**src/rtl/uart_share_ctrl_pkg.sv**
```systemverilog
// Shared definitions for the console UART sharing controller:
// lock FSM encoding, owner index width and the default lock timeout.
package uart_share_ctrl_pkg;

    // Lock FSM: either nobody holds the UART TX side, or one requester does.
    typedef enum logic [0:0] {
        ST_IDLE = 1'b0,
        ST_LOCK = 1'b1
    } share_state_e;

    // Owner index width covers up to MAX_REQ requesters.
    localparam int OWNER_W              = 2;
    localparam int MAX_REQ              = 4;
    localparam int DEFAULT_LOCK_TIMEOUT = 65535;

    // Round-robin successor of a granted index, wrapping modulo nreq.
    function automatic logic [OWNER_W-1:0] rr_next(input logic [OWNER_W-1:0] idx,
                                                  input int                 nreq);
        logic [OWNER_W-1:0] nxt;
        if (int'(idx) >= (nreq - 1)) begin
            nxt = {OWNER_W{1'b0}};
        end else begin
            nxt = idx + OWNER_W'(1);
        end
        return nxt;
    endfunction

endpackage

```
**src/rtl/uart_share_ctrl_rr_arbiter.sv**
```systemverilog
// Combinational round-robin picker: grants the first asserted request bit
// at or after the pointer, wrapping modulo N. Usable by any shared-peripheral
// controller with up to MAX_REQ requesters.
module uart_share_ctrl_rr_arbiter
    import uart_share_ctrl_pkg::*;
#(
    parameter int N = 2
) (
    input  logic [N-1:0]       req,
    input  logic [OWNER_W-1:0] ptr,
    output logic [OWNER_W-1:0] grant,
    output logic               valid
);

    logic [MAX_REQ-1:0] req_ext_s;
    logic [OWNER_W:0]   sum_s;
    logic [OWNER_W-1:0] idx_s;
    logic [OWNER_W-1:0] grant_s;
    logic               valid_s;
    logic               hit_s;

    // Scan requesters starting at the pointer and keep the first hit.
    always_comb begin
        req_ext_s          = {MAX_REQ{1'b0}};
        req_ext_s[N-1:0]   = req;
        grant_s            = {OWNER_W{1'b0}};
        valid_s            = 1'b0;
        sum_s              = {(OWNER_W+1){1'b0}};
        idx_s              = {OWNER_W{1'b0}};
        hit_s              = 1'b0;
        for (int k = 0; k < N; k++) begin
            sum_s   = {1'b0, ptr} + (OWNER_W+1)'(k);
            sum_s   = (sum_s >= (OWNER_W+1)'(N)) ? (sum_s - (OWNER_W+1)'(N)) : sum_s;
            idx_s   = sum_s[OWNER_W-1:0];
            hit_s   = req_ext_s[idx_s] && !valid_s;
            grant_s = hit_s ? idx_s : grant_s;
            valid_s = valid_s || hit_s;
        end
    end

    assign grant = grant_s;
    assign valid = valid_s;

endmodule

```
**src/rtl/uart_share_ctrl.sv**
```systemverilog
// Shares one console UART register port between NREQ byte-stream requesters.
// TX: round-robin arbitration with a lock held for a whole message (until the
// byte flagged tx_last has been written, or the owner goes quiet for
// LOCK_TIMEOUT cycles). One byte is buffered in a hold register that drives
// the UART write strobe. RX: bytes are pulled from the UART one at a time and
// routed to the owner sampled at capture.
module uart_share_ctrl
    import uart_share_ctrl_pkg::*;
#(
    parameter int NREQ         = 2,
    parameter int LOCK_TIMEOUT = DEFAULT_LOCK_TIMEOUT,
    parameter int TW           = 16
) (
    input  logic                 clk,
    input  logic                 resetn,
    input  logic [NREQ-1:0]      tx_valid,
    input  logic [8*NREQ-1:0]    tx_data,
    input  logic [NREQ-1:0]      tx_last,
    output logic [NREQ-1:0]      tx_ready,
    output logic [NREQ-1:0]      rx_valid,
    output logic [7:0]           rx_data,
    input  logic [NREQ-1:0]      rx_ready,
    output logic                 uart_we,
    output logic [7:0]           uart_di,
    input  logic                 uart_wait,
    output logic                 uart_re,
    input  logic [7:0]           uart_do,
    input  logic                 uart_rxv,
    output logic [1:0]           owner,
    output logic                 locked
);

    // Lock FSM
    share_state_e        state_r, state_n;
    logic [OWNER_W-1:0]  owner_r, owner_n;
    logic [OWNER_W-1:0]  rr_ptr_r, rr_ptr_n;
    logic                locked_r, locked_n;
    logic [OWNER_W-1:0]  arb_grant_s;
    logic                arb_valid_s;

    // TX hold buffer and idle timeout
    logic [7:0]          hold_r;
    logic                hold_last_r;
    logic                hold_full_r;
    logic [TW-1:0]       tmo_cnt_r;

    // Owner-selected views of the requester buses
    logic [MAX_REQ-1:0]   tx_valid_ext_s;
    logic [MAX_REQ-1:0]   tx_last_ext_s;
    logic [MAX_REQ-1:0]   tx_ready_ext_s;
    logic [8*MAX_REQ-1:0] tx_data_ext_s;
    logic                 own_valid_s;
    logic                 own_last_s;
    logic [7:0]           own_data_s;

    logic                 accept_s;
    logic                 drain_s;
    logic                 timeout_s;

    // RX path
    logic                 uart_re_r;
    logic [7:0]           rx_data_r;
    logic [NREQ-1:0]      rx_valid_r;
    logic [MAX_REQ-1:0]   rx_sel_ext_s;
    logic                 rx_pending_s;
    logic                 rx_start_s;
    logic                 rx_done_s;

    uart_share_ctrl_rr_arbiter #(
        .N (NREQ)
    ) u_arb (
        .req   (tx_valid),
        .ptr   (rr_ptr_r),
        .grant (arb_grant_s),
        .valid (arb_valid_s)
    );

    // Widen requester buses so they can be indexed by the owner register.
    always_comb begin
        tx_valid_ext_s                  = {MAX_REQ{1'b0}};
        tx_last_ext_s                   = {MAX_REQ{1'b0}};
        tx_data_ext_s                   = {(8*MAX_REQ){1'b0}};
        tx_valid_ext_s[NREQ-1:0]        = tx_valid;
        tx_last_ext_s[NREQ-1:0]         = tx_last;
        tx_data_ext_s[8*NREQ-1:0]       = tx_data;
        own_valid_s                     = tx_valid_ext_s[owner_r];
        own_last_s                      = tx_last_ext_s[owner_r];
        own_data_s                      = tx_data_ext_s[{owner_r, 3'b000} +: 8];
    end

    // Only the lock owner sees ready, and only while the hold buffer is empty.
    always_comb begin
        tx_ready_ext_s          = {MAX_REQ{1'b0}};
        tx_ready_ext_s[owner_r] = (state_r == ST_LOCK) && !hold_full_r;
        tx_ready                = tx_ready_ext_s[NREQ-1:0];
    end

    assign accept_s  = (state_r == ST_LOCK) && !hold_full_r && own_valid_s;
    assign drain_s   = hold_full_r && !uart_wait;
    assign timeout_s = (state_r == ST_LOCK) && (tmo_cnt_r == TW'(LOCK_TIMEOUT));

    // Next-state logic: grant from IDLE, release on last byte drained or timeout.
    always_comb begin
        state_n  = state_r;
        owner_n  = owner_r;
        rr_ptr_n = rr_ptr_r;
        locked_n = locked_r;
        case (state_r)
            ST_IDLE: begin
                if (arb_valid_s) begin
                    state_n  = ST_LOCK;
                    owner_n  = arb_grant_s;
                    rr_ptr_n = rr_next(arb_grant_s, NREQ);
                    locked_n = 1'b1;
                end else begin
                    state_n  = ST_IDLE;
                    locked_n = 1'b0;
                end
            end
            ST_LOCK: begin
                if (drain_s && hold_last_r) begin
                    state_n  = ST_IDLE;
                    locked_n = 1'b0;
                end else if (timeout_s && !accept_s) begin
                    // An owner resuming exactly at expiry keeps its lock so
                    // the accepted byte is never orphaned.
                    state_n  = ST_IDLE;
                    locked_n = 1'b0;
                end else begin
                    state_n  = ST_LOCK;
                    locked_n = 1'b1;
                end
            end
            default: begin
                state_n  = ST_IDLE;
                locked_n = 1'b0;
            end
        endcase
    end

    // Lock FSM state registers.
    always_ff @(posedge clk or negedge resetn) begin
        if (!resetn) begin
            state_r  <= ST_IDLE;
            owner_r  <= {OWNER_W{1'b0}};
            rr_ptr_r <= {OWNER_W{1'b0}};
            locked_r <= 1'b0;
        end else begin
            state_r  <= state_n;
            owner_r  <= owner_n;
            rr_ptr_r <= rr_ptr_n;
            locked_r <= locked_n;
        end
    end

    // Hold buffer: loaded on accept, emptied when the UART takes the write.
    always_ff @(posedge clk or negedge resetn) begin
        if (!resetn) begin
            hold_r      <= 8'h00;
            hold_last_r <= 1'b0;
            hold_full_r <= 1'b0;
        end else if (accept_s) begin
            hold_r      <= own_data_s;
            hold_last_r <= own_last_s;
            hold_full_r <= 1'b1;
        end else if (drain_s) begin
            hold_full_r <= 1'b0;
        end else begin
            hold_full_r <= hold_full_r;
        end
    end

    // Idle counter: runs while the owner offers nothing and the buffer is empty;
    // it stops at LOCK_TIMEOUT instead of wrapping.
    always_ff @(posedge clk or negedge resetn) begin
        if (!resetn) begin
            tmo_cnt_r <= {TW{1'b0}};
        end else if (state_r != ST_LOCK) begin
            tmo_cnt_r <= {TW{1'b0}};
        end else if (accept_s) begin
            tmo_cnt_r <= {TW{1'b0}};
        end else if (!hold_full_r && !own_valid_s && !timeout_s) begin
            tmo_cnt_r <= tmo_cnt_r + TW'(1);
        end else begin
            tmo_cnt_r <= tmo_cnt_r;
        end
    end

    assign uart_we = hold_full_r;
    assign uart_di = hold_r;

    assign rx_pending_s = |rx_valid_r;
    assign rx_start_s   = uart_rxv && !rx_pending_s && !uart_re_r;
    assign rx_done_s    = |(rx_valid_r & rx_ready);

    // One-hot routing vector for the current owner.
    always_comb begin
        rx_sel_ext_s          = {MAX_REQ{1'b0}};
        rx_sel_ext_s[owner_r] = 1'b1;
    end

    // Single-cycle UART read strobe, never back-to-back, never with a byte pending.
    always_ff @(posedge clk or negedge resetn) begin
        if (!resetn) begin
            uart_re_r <= 1'b0;
        end else begin
            uart_re_r <= rx_start_s;
        end
    end

    // Capture the read byte and route it to the owner at capture time.
    always_ff @(posedge clk or negedge resetn) begin
        if (!resetn) begin
            rx_data_r  <= 8'h00;
            rx_valid_r <= {NREQ{1'b0}};
        end else if (uart_re_r) begin
            rx_data_r  <= uart_do;
            rx_valid_r <= rx_sel_ext_s[NREQ-1:0];
        end else if (rx_done_s) begin
            rx_valid_r <= {NREQ{1'b0}};
        end else begin
            rx_valid_r <= rx_valid_r;
        end
    end

    assign uart_re  = uart_re_r;
    assign rx_data  = rx_data_r;
    assign rx_valid = rx_valid_r;
    assign owner    = owner_r;
    assign locked   = locked_r;

endmodule

```
**config.mk**
```make
export PLATFORM = sky130hd
export DESIGN_NAME = uart_share_ctrl
export DESIGN_NICKNAME = d
export VERILOG_FILES = /design/src/rtl/uart_share_ctrl_pkg.sv /design/src/rtl/uart_share_ctrl_rr_arbiter.sv /design/src/rtl/uart_share_ctrl.sv
export SDC_FILE = /design/constraint.sdc
export NUM_CORES = 1
export LEC_CHECK = 0
export ABC_AREA = 1
export CORE_UTILIZATION = 49
export DETAILED_ROUTE_END_ITERATION = 10
export PLACE_DENSITY = 0.8
export SLEW_MARGIN = 10
export SYNTH_ARGS = -nofsm -noshare
export SYNTH_HDL_FRONTEND = slang
export SYNTH_SLANG_ARGS = --single-unit
```
**constraint.sdc**
```tcl
create_clock -name clk -period 1.96 [get_ports clk]
set_input_delay 0.294 -clock clk [delete_from_list [all_inputs] [get_ports clk]]
set_output_delay 0.294 -clock clk [all_outputs]
set_load 0.1 [all_outputs]
```
==> results of run 1 <==
==> worst max-delay path, stage by stage, from the launching register on <==
cell	delay [ns]
dfrtp_1	0.44
ha_1	0.27
nand2_2	0.10
nor2_4	0.11
nand2_2	0.10
nor2_4	0.12
nand2_2	0.07
nand2_4	0.19
nand2_2	0.15
nand2_1	0.10
nand2_1	0.05
==> per-stage QoR <==
stage,std cells,TNS [ns]
4_1_cts,410,0
5_1_grt,410,0
2_1_floorplan,296,-0.00861
6_report,410,0
3_3_place_gp,401,0
3_5_place_dp,401,0
==> logic make-up after synthesis <==
| family | Yosys count | synth area share, % |
|---|---|---|
| AND/OR/NAND/NOR | 184 | 35.3 |
| flip-flops | 42 | 45.0 |
| buffers and inverters | 32 | 6.70 |
| AO/OA/AOI/OAI | 20 | 5.58 |
| multiplexers | 9 | 3.86 |
| XOR/XNOR | 6 | 2.25 |
| adder cells (fa/ha/maj) | 2 | 1.07 |
| other | 1 | 0.161 |
==> cell type report <==
class                      count  area (um2)
fill                         380        1400
multi-input combinational    222        1140
sequential                    42        1050
timing repair buffer          63         616
inverter                      23        88.8
clock buffer                   5        68.8
tap                           52        65.1
clock inverter                 3        45.0
==> metal layers <==
metal	global-route usage, %	up-vias	part of all wire (%)
li1	-	1081	-
met1	31.0	1039	45
met2	41.2	54	49
met3	5.27	7	4.5
met4	7.33	0	1.1
met5	0	-	0
==> flip-flops by register name, indices dropped and copies added, names as in the netlist <==
| register | flops |
|---|---|
| hold_last_r | 1 |
| locked | 1 |
| owner | 2 |
| rr_ptr_r | 2 |
| rx_data | 8 |
| rx_valid | 2 |
| tmo_cnt_r | 16 |
| uart_di | 8 |
| uart_re | 1 |
| uart_we | 1 |
==> power groups by stage <==
stage / combinational [mW] / clock, mW / sequential, mW
2_1_floorplan: 1.27 / 0 / 2.91
3_3_place_gp: 3.51 / 0 / 1.41
3_5_place_dp: 3.58 / 0 / 1.41
4_1_cts: 3.59 / 0.713 / 1.41
5_1_grt: 3.77 / 0.737 / 1.45
6_report: 3.58 / 0.697 / 1.41
==> cell usage in the layout, fill, tap and decap left out, drive strengths merged <==
| cell type | instances |
|---|---|
| buf | 30 |
| clkbuf | 5 |
| nor2 | 34 |
| clkdlybuf4s50 | 32 |
| xnor2 | 2 |
| o31ai | 9 |
| dfrtp | 42 |
| bufinv | 1 |
| nor3 | 1 |
| conb | 1 |
| mux2i | 9 |
| nand2 | 107 |
| nand3b | 1 |
| nand4 | 8 |
| dlygate4sd3 | 1 |
| inv | 23 |
| nand3 | 33 |
| o21bai | 2 |
| xor2 | 4 |
| o22ai | 2 |
| clkinvlp | 2 |
| ha | 2 |
| o21ai | 5 |
| a21oi | 2 |
==> worst max-delay path by stage <==
stage	startpoint	endpoint	slack [ns]	cells after the start
CTS	tmo_cnt_r[1]$_DFFE_PN0P_	tmo_cnt_r[12]$_DFFE_PN0P_	0.20	10
detailed placement	tx_valid[0]	tmo_cnt_r[12]$_DFFE_PN0P_	0.13	9
global route	tmo_cnt_r[1]$_DFFE_PN0P_	tmo_cnt_r[14]$_DFFE_PN0P_	0.04	10
finish	tmo_cnt_r[1]$_DFFE_PN0P_	tmo_cnt_r[12]$_DFFE_PN0P_	0.16	10
floorplan	owner[0]$_DFFE_PN0P_	tx_ready[1]	-0.009	3
global placement	tx_valid[1]	tmo_cnt_r[13]$_DFFE_PN0P_	0.22	9
==> summary.txt, run 1 <==
Power
  • Sequential share of power: roughly 25%
  • PD cells: 1850 mW/mm2
  • Static Leakage: around 1.4 nW
  • Sw Ratio: roughly 58%
  • Worst vdd ir: around 1.4 mV
  • Pwr Total: between 5 and 6 mW
  • Power share of the combinational group: between 60% and 70%
  • Clk network pwr share: approximately an eighth
  • Cell Int Power: around 2.4 mW
  • Sw Pwr: between 3 and 4 mW

Timing
  • WHS: approximately 0.42 ns
  • Slew Limit Fails: 0
  • Final Hold Vio Count: 0
  • Finish-stage setup viols: 0
  • Final Critical Period: between 1.5 and 2 ns
  • Post-route clock period utilization: between 90% and 100%
  • Setup ws final: ~0.16 ns
  • Skew final: roughly 0.0065 ns
  • Fmax: 555 MHz
  • RSZ-0062 raised after global routing: no

GRT
  • GRT Residual Overflow: 0
  • All-Layer GR Usage: about 24%
  • Largest net degree at the start of global routing: 28
  • Global-route wire length before repair: about 9700 um
  • Antenna violations before repair: 0
  • Vias in the first global route: about 2200

Place
  • HPWL after DPL: 4070 um
  • Placer Congestion: 0.903
  • Port bufs: between 50 and 60
  • Placement Cell Area: roughly 0.0030 mm2
  • Setup WS pre-CTS: between 0.1 and 0.15 ns

Die
  • Row cnt: 24
  • Die span in y: about 70 um
  • Die Width: between 70 and 80 um
  • IO Pins: between 50 and 60
  • Core area: approximately 0.0045 mm2
  • Starting Density: 52.2%
  • Full die area: a little over 0.005 mm2

Setup path
  • Startpoint Class: flop
  • Reg-to-reg endpoint: tmo_cnt_r[12]$_DFFE_PN0P_
  • FF-to-FF setup slack: about 0.16 ns
  • Cells on worst reg2reg path: 10
  • WS Path Type: reg -> reg
  • Worst Path Max Fanout: 17
  • WP data arrival: 2.00 ns
  • Required @ worst endpoint: roughly 2.2 ns
  • Worst Setup End Kind: flop
  • Critical R2R Launch: tmo_cnt_r[1]$_DFFE_PN0P_

Synth
  • Mean post-synth cell area: 7.88 um2
  • #FFs+latches synth: 42
  • Post-synth top cells: nand2_1, dfrtp_1, nand3_1
  • Syn nets: about 330
  • Ys Warns: 0
  • Number of synthesized flops with an enable pin: 0
  • Top-count cell post-synth: nand2_1
  • Unique masters post-synth: 30
  • Cells after Synth: slightly below 300
  • Async SR Flop Fraction: 100%
  • Post-Syn Area: around 0.0023 mm2
  • Main synth FF type: dfrtp_1
  • Top-area cell type share of the netlist area: roughly 45%
  • Area leader, netlist: dfrtp_1
  • Post-synthesis sequential area ratio: roughly 45%
  • Main area contributors after synthesis: dfrtp_1, nand2_1, nand3_1

Clock network
  • Worst-path clk slew: roughly 0.090 ns
  • PostCTS Resize Cnt: 0
  • CTS tree: yes
  • Bufs on Longest Clock Path: 2
  • Clk root buf: clkbuf_8
  • Clock sink count: 42
  • # hold bufs at CTS: 1
  • # Post-CTS Setup Buffers: 0
  • CTS H-tree depth: 2
  • TritonCTS buffer count: 5
  • Later-pin clock latency in the skew report: 0.30 ns

Detailed routing
  • Post-DRT Antenna Nets: 0
  • WL/cell: 13.2 um
  • DRT iter0 DRCs: 133
  • Via count: 2181
  • DR DRC count: 0
  • Drt total wl: roughly 5400 um
  • First drt pass iteration count: 4
  • Via density per instance: 5.32

Outcome
  • Status: finished, final reports clean

Layout
  • Layout cell share with drive strength beyond 1: around 17%
  • Post-layout nets: 393
  • ANT cells: 0
  • Final Util: 68.8%
  • Layout area overhead: 32.0%
  • Post-route cell area: between 0.003 and 0.004 mm2

Min path
  • Min-delay worst type: in -> async

Job
  • Max-cap check violation count: 0
Note: power is estimated with default switching activity, not from simulation.
==> run 2, diff against run 1 <==
ABC_AREA = default   (was 1)
CAP_MARGIN = 20   (was default)
CORE_UTILIZATION = 47   (was 49)
PLACE_DENSITY = 0.79   (was 0.8)
==> run 2 against run 1 <==
Net effect: non-clock buffer count rose by 12; synthesized area fell by 10%; clock power fell by 3.2%; critical path type unchanged; largest power group unchanged.
==> summary.txt, run 2 <==
Layout
  • Commonest cells after routing, fill and taps aside: dfrtp_1, buf_4, clkdlybuf4s50_1, nand2_1, nor2_1
  • Cell Count, Final, Fillers Out: 322 (-21%)
  • Most common cell after layout, fill and taps aside: dfrtp_1
  • Largest register FFs: 16 (unchanged)
  • ANT cells: 0 (unchanged)
  • Post-layout nets: 307 (-22%)
  • Largest Register: tmo_cnt_r
  • Layout cell share with drive strength beyond 1: 30.5% (+13 points)
  • Layout area overhead: 41.1%

Synth
  • Main area contributors after synthesis: dfrtp_1, mux2_2, a22oi_1
  • Area leader, netlist: dfrtp_1
  • #FFs+latches synth: 42 (unchanged)
  • Ys Warns: 0 (unchanged)
  • Unique masters post-synth: 44 (+47%)
  • Async SR Flop Fraction: 100% (unchanged)
  • Post-synthesis sequential area ratio: 50.2% (+5.2 points)
  • Post-Synth XOR/XNOR Area: 3.29% (+1.0 points)
  • Largest family of logic cells by synthesized area: simple AND/OR/NAND/NOR gates
  • Syn nets: 234 (-30%)
  • Top-area cell type share of the netlist area: 50.2% (+5.2 points)
  • Post-synth top cells: dfrtp_1, nand2_1, nor2_1
  • Main synth FF type: dfrtp_1
  • Synth Area in Adders: 1.20% (+0.12 points)
  • Cells after Synth: 198 (-33%)
  • Synth Area in Compound Gates: 15.5% (+10 points)
  • Post-Syn Area: 0.00209 mm2 (-10%)
  • Mean post-synth cell area: 10.6 um2 (+34%)
  • Top-count cell post-synth: dfrtp_1
  • Mux cell area share after synthesis: 5.32% (+1.5 points)
  • Synth Area in Simple Gates: 21.5% (-14 points)
  • Number of synthesized flops with an enable pin: 0 (unchanged)

GRT
  • Largest net degree at the start of global routing: 23 (-18%)
  • Antenna violations before repair: 0 (unchanged)
  • Vias in the first global route: 1601 (-26%)
  • Global-route wire length before repair: 7310 um (-24%)
  • GRT Residual Overflow: 0 (unchanged)
  • All-Layer GR Usage: 21.4% (-2.8 points)

Power
  • PD cells: 1820 mW/mm2 (-1.4%)
  • Pwr Total: 5.38 mW (-5.4%)
  • Worst vdd ir: 1.52 mV (+8.3%)
  • Static Leakage: 1.23 nW (-15%)

Place
  • Placed cells: 313 (-22%)
  • Setup WS pre-CTS: 0.0121 ns (-0.121 ns)
  • Port bufs: 58 (unchanged)
  • Placer Congestion: 0.799 (-12%)
  • HPWL after DPL: 3200 um (-21%)

Detailed routing
  • WL/cell: 13.3 um (+0.87%)
  • Via density per instance: 5.43 (+2.1%)
  • Top layer in use: met4
  • Post-DRT Antenna Nets: 0 (unchanged)
  • Met3 wire length: 236 um (-2.1%)
  • Metal-1 WL: 1900 um (-22%)
  • Drt total wl: 4290 um (-21%)
  • Routed met2 length: 2100 um (-22%)
  • DR DRC count: 0 (unchanged)
  • First drt pass iteration count: 4 (unchanged)
  • DRT iter0 DRCs: 89 (-33%)
  • Via count: 1749 (-20%)

Die
  • Full die area: 0.00472 mm2 (-6.3%)
  • Die Width: 68.7 um (-3.2%)
  • Die span in y: 68.7 um (-3.2%)
  • IO Pins: 59 (unchanged)
  • Row cnt: 23 (-4.2%)
  • Core area: 0.00414 mm2 (-7.4%)
  • Starting Density: 50.5% (-1.6 points)

Setup path
  • WP data arrival: 1.93 ns (-0.07 ns)
  • WS Path Type: reg -> reg
  • Crit path max-delay family: simple AND/OR/NAND/NOR gates
  • Reg-to-reg endpoint: tmo_cnt_r[0]$_DFFE_PN0P_
  • Worst Path Max Fanout: 14 (-3)
  • Worst Setup End Kind: flop
  • Startpoint Class: flop
  • FF-to-FF setup slack: 0.21 ns (+0.05 ns)
  • Required @ worst endpoint: 2.15 ns (about the same)
  • Cells on worst reg2reg path: 6 (-4)
  • Slowest cell on the critical path: nor4_4
  • CP bufs+invs: 1 (+1)
  • Worst-path cell chain: nand4_2 > nor4_4 > a21o_4 > buf_4 > xor2_2 > nor2_1
  • CP max stage delay: 0.45 ns (about the same)
  • Critical R2R Launch: tmo_cnt_r[7]$_DFFE_PN0P_

Clock network
  • Clk root buf: clkbuf_8
  • Later-pin clock latency in the skew report: 0.30 ns (about the same)
  • Worst-path clk slew: 0.08 ns (about the same)
  • CTS tree: yes
  • TritonCTS buffer count: 5 (unchanged)
  • CTS H-tree depth: 2 (unchanged)
  • Bufs on Longest Clock Path: 2 (unchanged)
  • Clock sink count: 42 (unchanged)

Timing
  • Finish-stage setup viols: 0 (unchanged)
  • Setup TNS: 0 ns (unchanged)
  • Final Critical Period: 1.75 ns (-0.0538 ns)
  • Fmax: 572 MHz (+3.1%)
  • Rel. slew slack: around two thirds
  • Post-route clock period utilization: 89.2% (-2.7 points)
  • WHS: 0.482 ns (+0.0653 ns)
  • Final Hold Vio Count: 0 (unchanged)
  • Slew Limit Fails: 0 (unchanged)
  • Setup ws final: 0.212 ns (+0.0538 ns)
  • Worst-Margin Slew: about 0.51 ns
  • Skew final: 0.00372 ns (-0.00279 ns)
  • RSZ-0062 raised after global routing: no

Outcome
  • Status: finished, final reports clean

Min path
  • Min-delay worst type: in -> async

Job
  • Max-cap check violation count: 0 (unchanged)
[run 2: cell count changes after synthesis, sizes merged, moves of 15 or more]
cell,change
nor2,-16
nand3,-26
inv,-21
nand2,-90
a21oi,+15
[run 2: cells by family (layout without fill, tap and decap cells)]
group,count (synthesis),after routing
fa+ha+maj,2,2
flops,42,42
compound gates,48,48
other cells,1,1
buf+inv,11,85
mux,10,10
xor+xnor,7,7
simple gates,77,77
[run 2: final cells by class]
class	count	area (um2)
Fill cell	319	1190
Sequential cell	42	1070
Multi-Input combinational cell	145	1010
Timing Repair Buffer	75	693
Clock buffer	6	72.6
Tap cell	50	62.6
Clock inverter	2	37.5
Inverter	2	7.51
[run 2: how the worst max path moves through the flow]
| stage | start | to | slack (ns) | cells after the start |
|---|---|---|---|---|
| 4_1_cts | tmo_cnt_r[7]$_DFFE_PN0P_ | tmo_cnt_r[0]$_DFFE_PN0P_ | 0.20 | 6 |
| 2_1_floorplan | owner[0]$_DFFE_PN0P_ | tmo_cnt_r[8]$_DFFE_PN0P_ | 0.03 | 5 |
| 3_5_place_dp | tx_valid[1] | tmo_cnt_r[8]$_DFFE_PN0P_ | 0.01 | 7 |
| 6_report | tmo_cnt_r[7]$_DFFE_PN0P_ | tmo_cnt_r[0]$_DFFE_PN0P_ | 0.21 | 6 |
| 5_1_grt | owner[0]$_DFFE_PN0P_ | tmo_cnt_r[8]$_DFFE_PN0P_ | 0.06 | 6 |
| 3_3_place_gp | tx_valid[1] | tmo_cnt_r[8]$_DFFE_PN0P_ | 0.07 | 7 |
[run 2: where the power goes]
part           switching, mW  leakage [nW]  internal [mW]
logic                   2.41         0.655          0.909
registers              0.226         0.526           1.16
clock network          0.295        0.0514          0.380
[run 2: routing by layer]
layer / vias up / global-route usage (%)
met3: 6 / 6.09
li1: 864 / -
met1: 834 / 26.2
met5: - / 0
met4: 0 / 7.65
met2: 45 / 36.0
[run 2: what timing repair did]
| action | in CTS | in global routing |
|---|---|---|
| endpoints found under the hold margin | 20 | 0 |
| gates resized for setup | 0 | 0 |
| setup buffers | 0 | 0 |
| endpoints found under the setup margin | 0 | 0 |
| hold buffers | 1 | 0 |
[run 2: metrics by stage]
step | area [um2] | utilization, %
6_report | 2950 | 71.3
4_1_cts | 2950 | 71.3
3_3_place_gp | 2830 | 68.4
2_1_floorplan | 2140 | -
3_5_place_dp | 2830 | 68.4
5_1_grt | 2950 | 71.3
[run 2: worst register-to-register path, cell delays in order, from the launching register on]
cell and delay (ns):
dfrtp_1 0.43, nand4_2 0.18, nor4_4 0.45, a21o_4 0.25
buf_4 0.15, xor2_2 0.12, nor2_1 0.05
==> run 3, diff against run 2 <==
PLACE_DENSITY = 0.88   (was 0.79)
==> run 3 against run 2 <==
Net effect: routed wire length increased by 5.4%; design area fell by 0.76%; fmax fell by 4.5%; global-route usage rose by 0.47 points; critical endpoint is now tmo_cnt_r[10]$_DFFE_PN0P_; worst setup slack got worse by 0.083 ns; highest routed layer unchanged; sequential cell count did not move; sequential share of layout area up 0.28 points; largest cell class unchanged; first-iteration DRC count did not move.
==> summary.txt, run 3 (synthesis results as in run 2) <==
Min path
  • Min-delay worst type: in -> async

GRT
  • Antenna violations before repair: 0 (unchanged)
  • Global-route wire length before repair: 7400 um (+1.1%)
  • GRT Residual Overflow: 0 (unchanged)
  • Vias in the first global route: 1647 (+2.9%)
  • All-Layer GR Usage: 21.9% (+0.47 points)
  • Largest net degree at the start of global routing: 25 (+8.7%)

Die
  • Starting Density: 50.5% (unchanged)
  • Core area: 0.00414 mm2 (unchanged)
  • Die span in y: 68.7 um (unchanged)
  • Row cnt: 23 (unchanged)
  • IO Pins: 59 (unchanged)
  • Die Width: 68.7 um (unchanged)
  • Full die area: 0.00472 mm2 (unchanged)

Layout
  • Layout cell share with drive strength beyond 1: 29.9% (-0.66 points)
  • Layout area overhead: 40.0%
  • Commonest cells after routing, fill and taps aside: dfrtp_1, buf_4, clkdlybuf4s50_1, nand2_1, nor2_1
  • Post-route cell area: 0.00293 mm2 (-0.76%)
  • Largest register FFs: 16 (unchanged)
  • Largest Register: tmo_cnt_r
  • Most common cell after layout, fill and taps aside: dfrtp_1
  • ANT cells: 0 (unchanged)
  • Final Util: 70.7% (-0.54 points)
  • Post-layout nets: 303 (-1.3%)

Clock network
  • CTS tree: yes
  • Worst-path clk slew: 0.09 ns (about the same)
  • TritonCTS buffer count: 5 (unchanged)
  • # Post-CTS Setup Buffers: 0 (unchanged)
  • Bufs on Longest Clock Path: 2 (unchanged)
  • CTS H-tree depth: 2 (unchanged)
  • Clock sink count: 42 (unchanged)
  • Later-pin clock latency in the skew report: 0.30 ns (about the same)
  • Clk root buf: clkbuf_8

Setup path
  • Worst Path Max Fanout: 4 (-10)
  • CP bufs+invs: 0 (-1)
  • Slowest cell on the critical path: or4_1
  • Crit path max-delay family: simple AND/OR/NAND/NOR gates
  • CP max stage delay: 0.47 ns (+0.02 ns)
  • Required @ worst endpoint: 2.19 ns (+0.04 ns)
  • WP data arrival: 2.06 ns (+0.13 ns)
  • Worst Setup End Kind: flop
  • Worst-path cell chain: ha_1 > nand2_1 > or2_2 > or4_1 > a21oi_1
  • Startpoint Class: flop
  • WS Path Type: reg -> reg

Detailed routing
  • Via density per instance: 5.46 (+0.56%)
  • Drt total wl: 4520 um (+5.4%)
  • First drt pass iteration count: 4 (unchanged)
  • DR DRC count: 0 (unchanged)
  • Via count: 1737 (-0.69%)
  • WL/cell: 14.2 um (+6.8%)
  • Post-DRT Antenna Nets: 0 (unchanged)
  • DRT iter0 DRCs: 89 (unchanged)

Timing
  • Rel. slew slack: 64.4% (-1.9 points)
  • Fmax: 546 MHz (-4.5%)
  • RSZ-0062 raised after global routing: no
  • Finish-stage setup viols: 0 (unchanged)
  • Slew Limit Fails: 0 (unchanged)
  • Skew final: 0.00566 ns (+0.00194 ns)
  • Final Hold Vio Count: 0 (unchanged)
  • Final Critical Period: 1.83 ns (+0.0830 ns)
  • Post-route clock period utilization: 93.4% (+4.2 points)
  • Worst-Margin Slew: 0.534 ns (+0.0280 ns)

Outcome
  • Status: finished, final reports clean

Place
  • Placer Congestion: 0.818 (+2.5%)
  • Placement Cell Area: 0.00280 mm2 (-1.1%)
  • Port bufs: 58 (unchanged)
  • HPWL after DPL: 3350 um (+4.8%)

Job
  • Max-cap check violation count: 0 (unchanged)
[run 3: cell count changes in the layout (fill, tap and decap cells not counted), sizes merged]
| cell | delta |
|---|---|
| clkbuf | -1 |
| buf | -4 |
| inv | +1 |
[run 3: path summary, 6_finish.rpt]
path,start,cells past startpoint,endpoint,slack (ns)
max,tmo_cnt_r[0]$_DFFE_PN0P_,5,tmo_cnt_r[10]$_DFFE_PN0P_,0.13
min,resetn,2,tmo_cnt_r[14]$_DFFE_PN0P_,0.47
max reg2reg,tmo_cnt_r[0]$_DFFE_PN0P_,5,tmo_cnt_r[10]$_DFFE_PN0P_,0.13
min reg2reg,rx_valid[0]$_DFFE_PN0P_,1,uart_re$_DFF_PN0_,0.49
max in group asynchronous,resetn,3,uart_di[3]$_DFFE_PN0P_,1.02
min in group clk,rx_valid[0]$_DFFE_PN0P_,1,uart_re$_DFF_PN0_,0.49
[run 3: what timing repair did]
item                                   in CTS  in global routing
resized for setup                           0                  0
hold buffers                                1                  0
endpoints found under the hold margin      18                  0
[run 3: metal layers]
metal	GRT usage (%)	share of wire, %
met5	0	0
met4	8.93	1.9
met3	5.26	4.1
met2	39.1	52
met1	25.0	42
[run 3: layout make-up]
class	instances	area (um2)
Multi-Input combinational cell	145	1010
Clock inverter	3	48.8
Clock buffer	5	68.8
Timing Repair Buffer	71	663
Fill cell	317	1210
Inverter	2	7.51
Tap cell	50	62.6
Sequential cell	42	1070
[run 3: through the flow]
step           TNS (ns)  std cells  setup slack, ns  hold WS (ns)
5_1_grt               0        318           0.0368         0.511
4_1_cts               0        318            0.127         0.490
3_5_place_dp     -0.158        309          -0.0507         0.271
2_1_floorplan         0        198           0.0281      -0.00159
3_3_place_gp          0        309           0.0279         0.278
6_report              0        318            0.129         0.474
Power of run 3 is not shown: default switching activity piles up to over one toggle a cycle in this logic, so the estimate is an artifact.
